**src/rtl/stopwatch_pkg.sv**
```systemverilog
// stopwatch_pkg
// Shared constants, types and helpers for the stopwatch time base.
//   DIGIT_W          width of one BCD digit
//   HS_MAX           top value of the decimal digits (units and hundredths tens)
//   SEC_HI_MAX       top value of the seconds tens digit
//   MIN_HI_MAX       top value of the minutes tens digit
//   TICK_DIV_DEFAULT CLK cycles per 1/100 s tick at 10 MHz
//   time_bcd_t       the six-digit mm:ss.hh value, most significant digit first
//   bcd_next()       next value of one digit, given its increment request
package stopwatch_pkg;

  localparam int DIGIT_W          = 4;
  localparam int HS_MAX           = 9;
  localparam int SEC_HI_MAX       = 5;
  localparam int MIN_HI_MAX       = 5;
  localparam int TICK_DIV_DEFAULT = 100000;

  typedef struct packed {
    logic [DIGIT_W-1:0] m_hi;
    logic [DIGIT_W-1:0] m_lo;
    logic [DIGIT_W-1:0] s_hi;
    logic [DIGIT_W-1:0] s_lo;
    logic [DIGIT_W-1:0] hs_hi;
    logic [DIGIT_W-1:0] hs_lo;
  } time_bcd_t;

  // A digit at or above its maximum rolls to 0. Values above the maximum
  // cannot occur in normal operation (only after an upset), and treating
  // them like the maximum puts the digit straight back into range.
  function automatic logic [DIGIT_W-1:0] bcd_next(input logic [DIGIT_W-1:0] q,
                                                  input logic               inc,
                                                  input int                 max);
    if (!inc)
      return q;
    else if (q >= DIGIT_W'(max))
      return '0;
    else
      return q + 1'b1;
  endfunction

endpackage

```
**src/rtl/stopwatch_time_cnt_bcd_digit.sv**
```systemverilog
// bcd_digit
// One BCD counter digit of the stopwatch chain.
//   CLK    in   clock, rising edge
//   reset  in   asynchronous active-high reset
//   clr    in   synchronous clear (wins over inc)
//   inc    in   advance this digit on this edge
//   q      out  registered digit value, 0..MAX
//   carry  out  combinational carry into the next digit (inc while at MAX)
module bcd_digit
  import stopwatch_pkg::*;
#(
  parameter int MAX = 9
) (
  input  logic               CLK,
  input  logic               reset,
  input  logic               clr,
  input  logic               inc,
  output logic [DIGIT_W-1:0] q,
  output logic               carry
);

  // ">=" rather than "==": an out-of-range digit also carries as it wraps to 0.
  assign carry = inc & (q >= DIGIT_W'(MAX));

  always_ff @(posedge CLK or posedge reset) begin
    if (reset)
      q <= '0;
    else if (clr)
      q <= '0;
    else
      q <= bcd_next(q, inc, MAX);
  end

endmodule

```
**src/rtl/stopwatch_time_cnt.sv**
```systemverilog
// stopwatch_time_cnt
// Stopwatch time base: divides CLK into 1/100 s ticks and keeps a BCD
// mm:ss.hh count while clken is high. rst is a synchronous clear from the
// control FSM and wins over clken.
//   CLK      in   system clock, rising edge
//   reset    in   asynchronous active-high reset
//   clken    in   count enable
//   rst      in   synchronous clear
//   lap      in   lap pulse, toggles display hold (only with LAP_HOLD_EN)
//   hs_lo..m_hi out  BCD digits for the display driver
//   ovf      out  one-cycle pulse on wrap 59:59.99 -> 00:00.00
//   running  out  registered clken & ~rst
// Build option: define LAP_HOLD_EN to add the lap port and the display
// snapshot; without it the digit outputs are always the live count.
module stopwatch_time_cnt
  import stopwatch_pkg::*;
#(
  parameter int TICK_DIV = TICK_DIV_DEFAULT
) (
  input  logic               CLK,
  input  logic               reset,
  input  logic               clken,
  input  logic               rst,
`ifdef LAP_HOLD_EN
  input  logic               lap,
`endif
  output logic [DIGIT_W-1:0] hs_lo,
  output logic [DIGIT_W-1:0] hs_hi,
  output logic [DIGIT_W-1:0] s_lo,
  output logic [DIGIT_W-1:0] s_hi,
  output logic [DIGIT_W-1:0] m_lo,
  output logic [DIGIT_W-1:0] m_hi,
  output logic               ovf,
  output logic               running
);

  localparam int            PW         = (TICK_DIV > 1) ? $clog2(TICK_DIV) : 1;
  localparam logic [PW-1:0] PRESC_LAST = PW'(TICK_DIV - 1);

  logic [PW-1:0] presc;
  logic          tick;
  time_bcd_t     live;
  time_bcd_t     disp;
  logic          c_hs_lo, c_hs_hi, c_s_lo, c_s_hi, c_m_lo, c_m_hi;

  // Tick fires on the same edge the prescaler wraps, so digits update there.
  assign tick = clken & ~rst & (presc == PRESC_LAST);

  // A pause simply holds the prescaler, so the partial period survives it.
  always_ff @(posedge CLK or posedge reset) begin
    if (reset)
      presc <= '0;
    else if (rst)
      presc <= '0;
    else if (clken)
      presc <= tick ? '0 : presc + 1'b1;
  end

  // Digit chain; all carries are combinational so the ripple settles in one cycle.
  bcd_digit #(.MAX(HS_MAX)) u_hs_lo (
    .CLK(CLK), .reset(reset), .clr(rst), .inc(tick),
    .q(live.hs_lo), .carry(c_hs_lo)
  );
  bcd_digit #(.MAX(HS_MAX)) u_hs_hi (
    .CLK(CLK), .reset(reset), .clr(rst), .inc(c_hs_lo),
    .q(live.hs_hi), .carry(c_hs_hi)
  );
  bcd_digit #(.MAX(HS_MAX)) u_s_lo (
    .CLK(CLK), .reset(reset), .clr(rst), .inc(c_hs_hi),
    .q(live.s_lo), .carry(c_s_lo)
  );
  bcd_digit #(.MAX(SEC_HI_MAX)) u_s_hi (
    .CLK(CLK), .reset(reset), .clr(rst), .inc(c_s_lo),
    .q(live.s_hi), .carry(c_s_hi)
  );
  bcd_digit #(.MAX(HS_MAX)) u_m_lo (
    .CLK(CLK), .reset(reset), .clr(rst), .inc(c_s_hi),
    .q(live.m_lo), .carry(c_m_lo)
  );
  bcd_digit #(.MAX(MIN_HI_MAX)) u_m_hi (
    .CLK(CLK), .reset(reset), .clr(rst), .inc(c_m_lo),
    .q(live.m_hi), .carry(c_m_hi)
  );

  // Carry out of the top digit is exactly the 59:59.99 wrap; tick already
  // excludes rst, so a clear cycle leaves ovf low.
  always_ff @(posedge CLK or posedge reset) begin
    if (reset) begin
      ovf     <= 1'b0;
      running <= 1'b0;
    end else begin
      ovf     <= c_m_hi;
      running <= clken & ~rst;
    end
  end

`ifdef LAP_HOLD_EN
  logic      hold;
  time_bcd_t snap;
  time_bcd_t live_nxt;

  // Value the digits take on this edge, so a snapshot includes this cycle's tick.
  always_comb begin
    live_nxt       = live;
    live_nxt.hs_lo = bcd_next(live.hs_lo, tick,    HS_MAX);
    live_nxt.hs_hi = bcd_next(live.hs_hi, c_hs_lo, HS_MAX);
    live_nxt.s_lo  = bcd_next(live.s_lo,  c_hs_hi, HS_MAX);
    live_nxt.s_hi  = bcd_next(live.s_hi,  c_s_lo,  SEC_HI_MAX);
    live_nxt.m_lo  = bcd_next(live.m_lo,  c_s_hi,  HS_MAX);
    live_nxt.m_hi  = bcd_next(live.m_hi,  c_m_lo,  MIN_HI_MAX);
  end

  always_ff @(posedge CLK or posedge reset) begin
    if (reset) begin
      hold <= 1'b0;
      snap <= '0;
    end else if (rst) begin
      hold <= 1'b0;
    end else if (lap) begin
      hold <= ~hold;
      if (!hold)
        snap <= live_nxt;
    end
  end

  assign disp = hold ? snap : live;
`else
  assign disp = live;
`endif

  assign hs_lo = disp.hs_lo;
  assign hs_hi = disp.hs_hi;
  assign s_lo  = disp.s_lo;
  assign s_hi  = disp.s_hi;
  assign m_lo  = disp.m_lo;
  assign m_hi  = disp.m_hi;

endmodule

```
**config.mk**
```make
export PLATFORM = sky130hd
export DESIGN_NAME = stopwatch_time_cnt
export DESIGN_NICKNAME = d
export VERILOG_FILES = /design/src/rtl/stopwatch_pkg.sv /design/src/rtl/stopwatch_time_cnt_bcd_digit.sv /design/src/rtl/stopwatch_time_cnt.sv
export SDC_FILE = /design/constraint.sdc
export NUM_CORES = 1
export LEC_CHECK = 0
export CORE_MARGIN = 4
export CORE_UTILIZATION = 60
export CTS_CLUSTER_SIZE = 40
export DETAILED_ROUTE_END_ITERATION = 6
export GPL_ROUTABILITY_DRIVEN = 0
export PLACE_DENSITY = 0.86
export SYNTH_ARGS = -nofsm -noshare
export SYNTH_HDL_FRONTEND = slang
export SYNTH_SLANG_ARGS = --single-unit
```
**constraint.sdc**
```tcl
create_clock -name CLK -period 4.6 [get_ports CLK]
set_input_delay 0.69 -clock CLK [delete_from_list [all_inputs] [get_ports CLK]]
set_output_delay 0.69 -clock CLK [all_outputs]
set_load 0.01 [all_outputs]
```
==> flow_metrics.env <==
export IMPL_status="complete, no violations"
export IMPL_synth_warnings=0
export IMPL_finalMaxSlewViolations=0
export IMPL_synth_fp_nets=300
export IMPL_cts_sinks=43
export IMPL_synth_seq_cells=43
export IMPL_cp_cell_sequence="clkdlybuf4s50_1, buf_4, or4b_1, or3_4, nor3_2, or2_1, nor2_1"
export IMPL_initial_core_util_pct=63.56
export IMPL_tns_ns=0
export IMPL_switchingPower_uw=149.7
export IMPL_seq_area_um2=1076
export IMPL_cts_tree="built"
export IMPL_fp_dieH_um=73.80
export IMPL_dr_first_iter_drc_count=168
export IMPL_grt_antenna_before_repair=0
export IMPL_path_buf_inv=2
export IMPL_grt_first_pass_wirelength_um=9666
export IMPL_routedWlPerCell_um=15.57
export IMPL_min_path_type="reg -> reg"
export IMPL_hold_viol_final=0
export IMPL_post_cts_setup_buffers=0
export IMPL_ys_types=55
export IMPL_power_leakage_nw=1.259
export IMPL_final_util_pct=74.65
export IMPL_clockPowerShare_pct=42.8
export IMPL_area_growth_pct=17.44
export IMPL_finalCritPeriodShare_pct=61.12
export IMPL_relSlewSlack_pct=55.91
export IMPL_ctsHoldBuffers=0
export IMPL_grt_pass1_vias=2133
export IMPL_power_frac_comb_pct=3.7
export IMPL_grt_overflow_total=0
export IMPL_maxCapViolations=0
export IMPL_required_ns=4.76
export IMPL_path_class="in -> reg"
export IMPL_rsz0062_at_grt="false"
export IMPL_crit_fanout=32
export IMPL_layout_drive_gt1_share_pct=7.143
export IMPL_cts_buffer_depth=2
export IMPL_start_kind="primary input"
export IMPL_cp_top_family="simple AND/OR/NAND/NOR gates"
export IMPL_synth_edf_count=0
export IMPL_die_width_um=73.80
export IMPL_synth_ff_type="dfrtp_1"
export IMPL_ir_drop_mv=0.1861
export IMPL_final_nets=330
export IMPL_io_buffers=29
export IMPL_placementRows=23
export IMPL_firstDrtPassIters=4
export IMPL_end_kind="flip-flop"
export IMPL_grt_max_degree=44
export IMPL_p_int_uw=563.0
export IMPL_ant_nets=0
export IMPL_clock_root_buffer="clkbuf_8"
export IMPL_totalWireLength_um=5575
export IMPL_skew_ns=0.01503
export IMPL_worst_slew_pin_slew_ns=0.6569
export IMPL_crit_slowest_cell="or4b_1"
export IMPL_io_pins=30
export IMPL_core_um2=4086
export IMPL_sw_frac_of_total_pct=21.01
export IMPL_synth_avg_cell_area_um2=9.377
export IMPL_diodes=0
export IMPL_vias=2154
export IMPL_synth_cells=277
export IMPL_synth_area_um2=2597
export IMPL_fin_crit_ns=2.812
export IMPL_cpPeakStageDelay_ns=0.50
export IMPL_p_per_area_nw_per_um2=233.7
export IMPL_ys_seq_area_share_pct=41.43
export IMPL_worstPathArrival_ns=2.97
export IMPL_cts_clk_slew_worst_paths_ns=0.08
export IMPL_fillers=297
export IMPL_insertion_delay_ns=0.30
export IMPL_via_per_inst=6.017
export IMPL_multiInputGateArea_um2=1425
export IMPL_detailedPlacementHpwl_um=4032
export IMPL_grt_usage_pct=22.60
export IMPL_synthArstFlopShare_pct=100.0
export IMPL_drc=0
export IMPL_max_freq_ghz=0.3557
export IMPL_cts_max_level=2
export IMPL_die_area_um2=5446
export IMPL_ctsResizeCount=0
export IMPL_cts_buffers=5
export IMPL_setup_violations=0
export IMPL_holdWs_ns=0.5356
export IMPL_power_frac_seq_pct=53.5
-- layer usage --
| metal | GRT usage [%] | share of wire [%] | routed length, um | vias to the layer above |
|---|---|---|---|---|
| met4 | 11.07 | 1.9 | 106 | 0 |
| met3 | 4.104 | 3.8 | 213 | 10 |
| met5 | 0 | 0 | 0 | - |
| li1 | - | - | - | 1061 |
| met1 | 30.03 | 45 | 2496 | 1035 |
| met2 | 35.33 | 50 | 2760 | 48 |
-- metrics by stage --
step	cell area, um^2	total power [mW]	worst slack (ns)	instances
2_1_floorplan	2597	0.4059	2.354	277
3_3_place_gp	2933	0.4153	1.542	350
3_5_place_dp	2933	0.4161	1.484	350
4_1_cts	3050	0.7174	1.787	358
5_1_grt	3050	0.7366	1.671	358
6_report	3050	0.7128	1.788	358
-- area by class of cell --
cell class,instances,area share (%)
multi-input cells,209,46.72
flip-flops and latches,43,35.27
repair buffers,31,10.01
clock buffers,6,2.707
inverters,17,2.092
well taps,50,2.051
clock inverters,2,1.148
-- power groups by stage --
stage	sequential, mW	combinational, mW	clock [mW]
CTS	0.381	0.0272	0.309
global placement	0.389	0.0266	0
global route	0.382	0.0308	0.324
detailed placement	0.389	0.0272	0
floorplan	0.389	0.0172	0
finish	0.381	0.0267	0.305
-- path summary, 6_finish.rpt --
path / cells past startpoint / end / slack [ns] / startpoint
setup reg to reg: 7 / u_m_hi.q[1] / 2.24 / u_hs_lo.q[0]
setup / recovery: 7 / presc[3] / 1.79 / rst
min in group asynchronous: 3 / ovf / 0.83 / reset
hold reg to reg: 1 / presc[14] / 0.54 / presc[14]
hold / removal: 1 / presc[14] / 0.54 / presc[14]
max in group asynchronous: 3 / u_m_hi.q[3] / 3.40 / reset
-- logic make-up after synthesis --
| family | Yosys count | share of synthesized area [%] |
|---|---|---|
| and+or+nand+nor | 121 | 27.65 |
| AOI/OAI and AO/OA | 57 | 13.97 |
| DFF | 43 | 41.43 |
| buffers and inverters | 25 | 3.709 |
| adders and majority gates | 19 | 9.152 |
| xor gates and xnor gates | 11 | 3.709 |
| muxes | 1 | 0.3854 |
-- sequential cells by signal, summed over array words and instances (netlist names) --
signal / flops
u_s_hi.q: 4
u_hs_lo.q: 4
u_hs_hi.q: 4
running: 1
u_s_lo.q: 4
u_m_hi.q: 4
ovf: 1
u_m_lo.q: 4
presc: 17
-- synthesized netlist by cell type (4+ instances only) --
| library cell | n | area (um^2) |
|---|---|---|
| a21oi_1 | 21 | 105.1 |
| a41oi_1 | 4 | 35.03 |
| and2_1 | 4 | 25.02 |
| clkbuf_1 | 6 | 22.52 |
| dfrtp_1 | 43 | 1076 |
| ha_1 | 19 | 237.7 |
| inv_1 | 17 | 63.81 |
| nand2_1 | 18 | 67.56 |
| nand2b_1 | 5 | 31.28 |
| nand3_1 | 12 | 60.06 |
| nand4_1 | 14 | 87.58 |
| nor2_1 | 24 | 90.09 |
| nor3_1 | 6 | 30.03 |
| o21ai_0 | 10 | 50.05 |
| o31ai_1 | 8 | 60.06 |
| or4_1 | 5 | 37.54 |
| xnor2_1 | 4 | 35.03 |
| xor2_1 | 7 | 61.31 |
-- layout by cell type, fill, tap and decap left out, types with 2 or more instances in the layout --
cell	netlist	final
nand3_1	12	12
nor2_1	24	24
nor3_1	6	6
nand4_1	14	14
nand2_1	18	18
nand4b_1	2	2
a41oi_1	4	4
ha_1	19	19
nor2b_1	3	3
clkbuf_8	0	6
o21ai_0	10	10
and2_1	4	4
and3_1	3	3
o21ai_1	2	2
or4_1	5	5
buf_4	0	2
inv_1	17	17
a21oi_1	21	21
and4_1	3	3
o31ai_1	8	8
or4b_1	2	2
xor2_1	7	7
nand4bb_1	2	2
clkdlybuf4s50_1	0	29
nand2b_1	5	5
or2_2	2	2
xnor2_1	4	4
dfrtp_1	43	43
or3b_2	2	2
Note: power is estimated with default switching activity, not from simulation.
